## src/rtl/imm_decode_stage.sv

```systemverilog
// immtypes_pkg: immediate format selector shared with the combinational immgen.
// imm_decode_stage: registered immediate generator with a 2-entry skid buffer.
//   Decodes the immediate type from the opcode (AUTO_SEL=1) or takes it from
//   in_imm_sel (AUTO_SEL=0), sign-extends to XLEN, and produces Zicsr zimm.
// Ports:
//   clk, rst                       clock, synchronous active-high reset
//   flush                          drop buffered entries and the current input
//   in_valid/in_ready              upstream handshake (in_ready is registered state only)
//   in_instr, in_imm_sel, in_tag   instruction word, manual type select, sideband tag
//   out_valid/out_ready            downstream handshake
//   out_imm, out_imm_sel           generated immediate and its resolved type
//   out_zimm, out_illegal, out_tag CSR zimm flag, no-immediate opcode flag, tag
package immtypes_pkg;
  typedef enum logic [2:0] {
    IMM_I = 3'd0,
    IMM_S = 3'd1,
    IMM_B = 3'd2,
    IMM_U = 3'd3,
    IMM_J = 3'd4
  } imm_sel_e;
endpackage

module imm_decode_stage
  import immtypes_pkg::*;
#(
  parameter int unsigned XLEN     = 32,
  parameter int unsigned AUTO_SEL = 1,
  parameter int unsigned ZICSR    = 1,
  parameter int unsigned TAG_W    = 32
) (
  input  logic             clk,
  input  logic             rst,
  input  logic             flush,
  input  logic             in_valid,
  output logic             in_ready,
  input  logic [31:0]      in_instr,
  input  imm_sel_e         in_imm_sel,
  input  logic [TAG_W-1:0] in_tag,
  output logic             out_valid,
  input  logic             out_ready,
  output logic [XLEN-1:0]  out_imm,
  output imm_sel_e         out_imm_sel,
  output logic             out_zimm,
  output logic             out_illegal,
  output logic [TAG_W-1:0] out_tag
);

  typedef struct packed {
    logic [XLEN-1:0]  imm;
    imm_sel_e         sel;
    logic             zimm;
    logic             illegal;
    logic [TAG_W-1:0] tag;
  } entry_t;

  // ---------------- decode ----------------
  logic [XLEN-1:0] imm_i, imm_s, imm_b, imm_u, imm_j, imm_z, fmt_imm;
  imm_sel_e        dec_sel;
  logic            dec_zimm, dec_illegal;
  entry_t          dec_entry;

  assign imm_i = XLEN'($signed(in_instr[31:20]));
  assign imm_s = XLEN'($signed({in_instr[31:25], in_instr[11:7]}));
  assign imm_b = XLEN'($signed({in_instr[31], in_instr[7], in_instr[30:25],
                                in_instr[11:8], 1'b0}));
  assign imm_u = XLEN'($signed({in_instr[31:12], 12'b0}));
  assign imm_j = XLEN'($signed({in_instr[31], in_instr[19:12], in_instr[20],
                                in_instr[30:21], 1'b0}));
  assign imm_z = XLEN'(in_instr[19:15]);

  always_comb begin
    dec_sel     = IMM_I;
    dec_zimm    = 1'b0;
    dec_illegal = 1'b0;
    if (AUTO_SEL != 0) begin
      case (in_instr[6:0])
        7'b0010011, 7'b0000011, 7'b1100111: dec_sel = IMM_I;
        7'b0011011:                         dec_illegal = (XLEN != 64);
        7'b0100011:                         dec_sel = IMM_S;
        7'b1100011:                         dec_sel = IMM_B;
        7'b0110111, 7'b0010111:             dec_sel = IMM_U;
        7'b1101111:                         dec_sel = IMM_J;
        7'b1110011: begin
          if ((ZICSR != 0) && in_instr[14]) dec_zimm = 1'b1;
          else                               dec_illegal = 1'b1;
        end
        default:                            dec_illegal = 1'b1;
      endcase
    end else begin
      dec_sel = in_imm_sel;
    end

    case (dec_sel)
      IMM_I:   fmt_imm = imm_i;
      IMM_S:   fmt_imm = imm_s;
      IMM_B:   fmt_imm = imm_b;
      IMM_U:   fmt_imm = imm_u;
      IMM_J:   fmt_imm = imm_j;
      default: fmt_imm = '0;
    endcase

    dec_entry.sel     = dec_sel;
    dec_entry.zimm    = dec_zimm;
    dec_entry.illegal = dec_illegal;
    dec_entry.tag     = in_tag;
    if (dec_illegal)   dec_entry.imm = '0;
    else if (dec_zimm) dec_entry.imm = imm_z;
    else               dec_entry.imm = fmt_imm;
  end

  // ---------------- skid buffer ----------------
  entry_t main_q, main_d, skid_q, skid_d;
  logic   main_v_q, main_v_d, skid_v_q, skid_v_d;
  logic   accept, main_free;

  assign in_ready  = ~skid_v_q;
  assign accept    = in_valid & ~skid_v_q;
  assign main_free = ~main_v_q | out_ready;

  always_comb begin
    main_d   = main_q;
    main_v_d = main_v_q;
    skid_d   = skid_q;
    skid_v_d = skid_v_q;
    if (flush) begin
      main_v_d = 1'b0;
      skid_v_d = 1'b0;
    end else if (main_free) begin
      // The skid entry is older than anything offered now; while it is full
      // in_ready is low, so no accept can race it into main.
      if (skid_v_q) begin
        main_d   = skid_q;
        main_v_d = 1'b1;
        skid_v_d = 1'b0;
      end else begin
        main_v_d = accept;
        if (accept) main_d = dec_entry;
      end
    end else if (accept) begin
      skid_d   = dec_entry;
      skid_v_d = 1'b1;
    end
  end

  always_ff @(posedge clk) begin
    if (rst) begin
      main_q   <= '0;
      skid_q   <= '0;
      main_v_q <= 1'b0;
      skid_v_q <= 1'b0;
    end else begin
      main_q   <= main_d;
      skid_q   <= skid_d;
      main_v_q <= main_v_d;
      skid_v_q <= skid_v_d;
    end
  end

  assign out_valid   = main_v_q;
  assign out_imm     = main_q.imm;
  assign out_imm_sel = main_q.sel;
  assign out_zimm    = main_q.zimm;
  assign out_illegal = main_q.illegal;
  assign out_tag     = main_q.tag;

endmodule

```

## config.mk

```make
export PLATFORM = sky130hd
export DESIGN_NAME = imm_decode_stage
export DESIGN_NICKNAME = d
export VERILOG_FILES = /design/src/rtl/imm_decode_stage.sv
export SDC_FILE = /design/constraint.sdc
export NUM_CORES = 1
export LEC_CHECK = 0
export ABC_AREA = 1
export BUFFER_PORTS_ARGS = -buffer_cell sky130_fd_sc_hd__buf_2
export CAP_MARGIN = 20
export CELL_PAD_IN_SITES_DETAIL_PLACEMENT = 1
export CELL_PAD_IN_SITES_GLOBAL_PLACEMENT = 1
export CORE_MARGIN = 8
export CORE_UTILIZATION = 41
export CTS_CLUSTER_SIZE = 8
export DETAILED_ROUTE_END_ITERATION = 8
export PLACE_DENSITY_LB_ADDON = 0.1
export SYNTH_ARGS = -nofsm -noshare
export SYNTH_HDL_FRONTEND = slang
export SYNTH_SLANG_ARGS = --single-unit
```

## constraint.sdc

```tcl
create_clock -name clk -period 3.6 [get_ports clk]
set_clock_uncertainty 0.1 [all_clocks]
set_input_delay 0.72 -clock clk [delete_from_list [all_inputs] [get_ports clk]]
set_output_delay 0.72 -clock clk [all_outputs]
set_load 0.05 [all_outputs]
```

# Word-level counts from Yosys, hierarchy flattened
# Cells that the tools add are included.
dict set report totals {
  regBits 140
  elab_cells 50
  output_inout_bits 71
  inputBits 72
}
dict set report op_classes {
  muxes 11
  bitwise 6
  n_eq_ne 13
  n_reduce_logical 8
}
# op n
set op_table {}
lappend op_table {{case mux 32 bit (5 select lines)} 1}
lappend op_table {{2-to-1 mux 69 bit} 2}
lappend op_table {{2-to-1 mux 32 bit} 2}
lappend op_table {{equality test 7 bit, second input constant} 4}
lappend op_table {{equality test 7 x 5 -> 1 bit, second input constant} 2}
lappend op_table {{equality test 7 x 6 -> 1 bit, second input constant} 2}
lappend op_table {{case mux 3 bit (4 select lines)} 1}
lappend op_table {{OR reduction 8 bit} 1}
lappend op_table {{equality test 7 x 2 -> 1 bit, second input constant} 1}
lappend op_table {{equality test 3 x 2 -> 1 bit, second input constant} 2}
lappend op_table {{AND reduction 3 bit} 2}
lappend op_table {{2-to-1 mux 1 bit} 4}
lappend op_table {{inverter 1 bit} 4}
lappend op_table {{OR reduction 2 bit} 2}
lappend op_table {{equality test 3 x 1 -> 1 bit, second input constant} 1}
lappend op_table {{equality test 3 bit, second input constant} 1}
lappend op_table {{logical NOT 3 bit} 1}
lappend op_table {{OR reduction 3 bit} 1}
lappend op_table {{case mux 1 bit (2 select lines)} 1}
lappend op_table {{nonzero test 2 bit} 1}
lappend op_table {{bitwise AND 1 bit} 1}
lappend op_table {{bitwise OR 1 bit} 1}

# Logic depth before layout (Yosys ltp)
dict set report logic_depth {
  ltp_word 9
  depth_mapped 13
}

# Worst setup path after synthesis
# No wires, ideal clock.
dict set report synth_path {
  path_kind {reg-to-output}
  startpoint {reg skid_v_q}
  endpoint {out in_ready}
  stages_incl_launch_ff 4
  n_path_buf 2
  arrival_ps 1286
  slack_ps 1494
  path_cell_list {dfxtp_1 inv_1 clkbuf_1 buf_1}
}
dict set report synth_via {
  elab_chain_cells 1
}
# item line
set synth_lines {}
lappend synth_lines {{from (decl)} 113} ;# logic main_v_q, main_v_d, skid_v_q, skid_v_d;
lappend synth_lines {{from (signal assigned)} 155} ;# skid_v_q <= skid_v_d;
lappend synth_lines {{inverter 1 bit} 116} ;# assign in_ready = ~skid_v_q;
lappend synth_lines {{to (decl)} 35} ;# output logic in_ready,
# No other way between the ends.

# Worst setup path after layout
dict set report layout_path {
  startpoint {reg skid_v_q}
  endpoint {reg main_q, in the netlist out_imm[28]}
}
dict set report layout_via {
  elab_chain_cells 4
  word_cells_on_any_way 5
}
# item line
set layout_lines {}
lappend layout_lines {{inverter 1 bit} 117} ;# assign accept = in_valid & ~skid_v_q;
lappend layout_lines {{bitwise AND 1 bit} 117}
lappend layout_lines {{nonzero test 2 bit (no line)} -}
lappend layout_lines {{AND reduction 3 bit (no line)} -}
lappend layout_lines {{to (signal assigned)} 152} ;# main_q <= main_d;
lappend layout_lines {{to (decl)} 112} ;# entry_t main_q, main_d, skid_q, skid_d;
# Parallel ways exist; a longest one is shown, timed or not.
# A chain may end at the register's enable or synchronous reset.

==> flow_metrics.env <==
export IMPL_outcome="complete, no violations"
export IMPL_core_area_sq_um=14500
export IMPL_ys_flop_type="dfxtp_1"
export IMPL_syn_area_per_cell_sq_um=7.21
export IMPL_max_slew_margin_rel_pct=38.5
export IMPL_synth_edf_count=0
export IMPL_postCtsSetupBuffers=0
export IMPL_crit_arrival_ps=2700
export IMPL_grt_pass1_vias=6622
export IMPL_synth_compound_area_share_pct=23.0
export IMPL_switchingPower_mw=0.989
export IMPL_crit_chain="buf_4, nor2_1, nor3_4, buf_4, o21ai_0, a21o_1, a21oi_1"
export IMPL_ys_warn_count=0
export IMPL_stdcell_area_sq_um=7420
export IMPL_final_nets=1015
export IMPL_cp_start_kind="flip-flop"
export IMPL_rows=44
export IMPL_grt_pass1_wl_microns=32000
export IMPL_num_io_pins=143
export IMPL_drive_above_1_share_pct=21.8
export IMPL_htree_levels=4
export IMPL_synth_top_family_by_area="simple AND/OR/NAND/NOR gates"
export IMPL_drt_iter0_drc=235
export IMPL_clk_pin_slew_ps=60
export IMPL_vias_per_cell=5.37
export IMPL_area_delta_synth_final_pct=22.8
export IMPL_pwr_share_comb_pct=10.3
export IMPL_gp_congestion=0.868
export IMPL_die_y_microns=137
export IMPL_route_detailed_drc=0
export IMPL_ys_ff_latch=140
export IMPL_p_per_area_nw_per_um2=526
export IMPL_ctsHoldBuffers=0
export IMPL_setup_ws_ps=1160
export IMPL_clkPwrFrac_pct=48.3
export IMPL_hp_class="reg -> reg"
export IMPL_fin_crit_ps=2440
export IMPL_routedWlPerCell_microns=17.1
export IMPL_cts_tree="yes"
export IMPL_grt_overflow=0
export IMPL_setup_viol=0
export IMPL_synthesis_nets=910
export IMPL_critPathMaxStageDelay_ps=640
export IMPL_slew_violations=0
export IMPL_rsz0062_at_grt="false"
export IMPL_ir_drop_mv=0.310
export IMPL_tightest_slew_ps=922
export IMPL_cp_data_required_time_ps=3860
export IMPL_total_power_mw=3.90
export IMPL_place_area_sq_um=6780
export IMPL_grt_max_degree=88
export IMPL_path_class="reg -> reg"
export IMPL_antenna_found_initial=0
export IMPL_nFillCells=1897
export IMPL_p_leak_nw=3.31
export IMPL_place_ws_ps=755
export IMPL_holdWs_ps=364
export IMPL_initial_core_util_pct=41.7
export IMPL_synthMuxAreaShare_pct=0
export IMPL_antenna_diode_count=0
export IMPL_maxCapViolations=0
export IMPL_synth_area_top_cells="dfxtp_1, nand2_1, o21ai_0, a21oi_1, nor2_1"
export IMPL_crit_slowest_cell="buf_4"
export IMPL_syn_inst=838
export IMPL_vias=6127
export IMPL_tns_ps=0
export IMPL_dieArea_sq_um=18900
export IMPL_clkSinkCount=140
export IMPL_crit_fanout=87
export IMPL_synth_top_area_cell="dfxtp_1"
export IMPL_wl_microns=19500
export IMPL_synthArstFlopShare_pct=0
export IMPL_clock_root_buffer="clkbuf_16"
export IMPL_syn_area_sq_um=6040
export IMPL_yosys_area_share_adder_pct=0
export IMPL_min_period_over_period_pct=67.8
export IMPL_drt_first_pass_iters=4
export IMPL_power_internal_mw=2.92
export IMPL_clock_fmax_ghz=0.409
export IMPL_synthXorXnorAreaFrac_pct=0
export IMPL_place_hpwl_microns=13100
export IMPL_ant_nets=0
export IMPL_numCtsBuffers=17
export IMPL_sw_frac_of_total_pct=25.3
export IMPL_clk_latency_ps=430
export IMPL_hold_viol=0
export IMPL_die_width_microns=137
export IMPL_synth_top_area_share_pct=46.4
export IMPL_worst_path_most_repeated_cell="buf_4"
export IMPL_clock_path_buffers=2
export IMPL_synth_seq_area_share_pct=46.4
export IMPL_io_buffers=139
export IMPL_p_seq_share_pct=41.4
export IMPL_cts_resized=0
export IMPL_synth_cell_type_count=27
export IMPL_grt_usage_pct=21.3
export IMPL_synthSimpleGateAreaFrac_pct=24.2
export IMPL_end_kind="flip-flop"
-- power groups by stage --
stage | Sequential [mW] | Clock, mW | Combinational, mW
after floorplan | 1.76 | 0 | 0.160
after global placement | 1.65 | 0 | 0.391
after detailed placement | 1.65 | 0 | 0.404
after CTS | 1.62 | 1.92 | 0.408
after global routing | 1.62 | 1.98 | 0.440
final | 1.61 | 1.89 | 0.403
-- cell families after synthesis --
logic type      count (synthesis)
compound gates                257
simple gates                  350
buf+inv                        91
flops                         140
-- critical path: cells and delay by family, from the launching register on --
family,cells,cell delay [ps]
AOI/OAI and AO/OA,3,580
buffers and inverters,2,920
DFF,1,330
and+or+nand+nor,2,370
-- layout by cell type, fill, tap and decap left out, drive strengths merged --
cell / Yosys / routed
nand2: 209 / 209
buf: 17 / 152
dfxtp: 140 / 140
o21ai: 121 / 121
nor2: 95 / 95
a21oi: 77 / 77
nand3: 35 / 35
a31oi: 34 / 34
inv: 25 / 26
clkbuf: 49 / 22
a21o: 19 / 19
nand4: 7 / 7
o211ai: 5 / 5
bufinv: 0 / 4
clkinvlp: 0 / 3
clkinv: 0 / 2
nor3: 2 / 2
nand3b: 2 / 2
o31ai: 1 / 1
-- worst paths after layout --
check / start / to / slack (ps) / depth (start not counted)
worst min register to register: out_imm[18]$_SDFFE_PP0P_ / out_imm[18]$_SDFFE_PP0P_ / 360 / 2
worst min-delay path: out_imm[18]$_SDFFE_PP0P_ / out_imm[18]$_SDFFE_PP0P_ / 360 / 2
worst max-delay path: skid_v_q$_SDFFE_PP0P_ / out_imm[28]$_SDFFE_PP0P_ / 1160 / 7
worst max register to register: skid_v_q$_SDFFE_PP0P_ / out_imm[28]$_SDFFE_PP0P_ / 1160 / 7
-- Yosys cell counts, types with 2 or more instances --
| master | instances |
|---|---|
| o21ai_0 | 119 |
| nand4_1 | 7 |
| nand2_4 | 2 |
| buf_8 | 2 |
| dfxtp_1 | 140 |
| nor2_2 | 3 |
| clkbuf_1 | 49 |
| a31oi_1 | 34 |
| buf_1 | 6 |
| nor2_1 | 90 |
| a21o_1 | 19 |
| buf_6 | 2 |
| a21oi_1 | 77 |
| nand3_1 | 35 |
| nand2_2 | 9 |
| inv_1 | 19 |
| o21ai_1 | 2 |
| o211ai_1 | 5 |
| nand2_1 | 198 |
| buf_2 | 7 |
| nor2_4 | 2 |
| inv_2 | 6 |
-- registers in the layout (all words and copies together) (netlist names) --
name and flops:
out_imm 32, skid_v_q 1, out_imm_sel 3, skid_q 69, out_tag 32, out_valid 1, out_illegal 1, out_zimm 1
-- per-stage QoR --
stage / utilization [%] / std cells
global placement: 46.9 / 1108
detailed placement: 46.9 / 1108
global route: 51.2 / 1140
floorplan: - / 838
finish: 51.2 / 1140
CTS: 51.2 / 1140
-- routing by layer --
layer / track usage, % / part of all wire [%]
met4: 11.1 / 2.6
met1: 23.1 / 41
met2: 38.4 / 52
met3: 4.05 / 4.3
met5: 0 / 0
-- cell type report --
type / instances / area, sq um / area share (%)
well taps: 184 / 230 / 3.10
clock inverters: 10 / 161 / 2.18
multi-input cells: 607 / 2850 / 38.4
inverters: 25 / 93.8 / 1.26
clock buffers: 22 / 474 / 6.39
repair buffers: 152 / 806 / 10.9
flip-flops and latches: 140 / 2800 / 37.8
(Power assumes the default switching activity.)
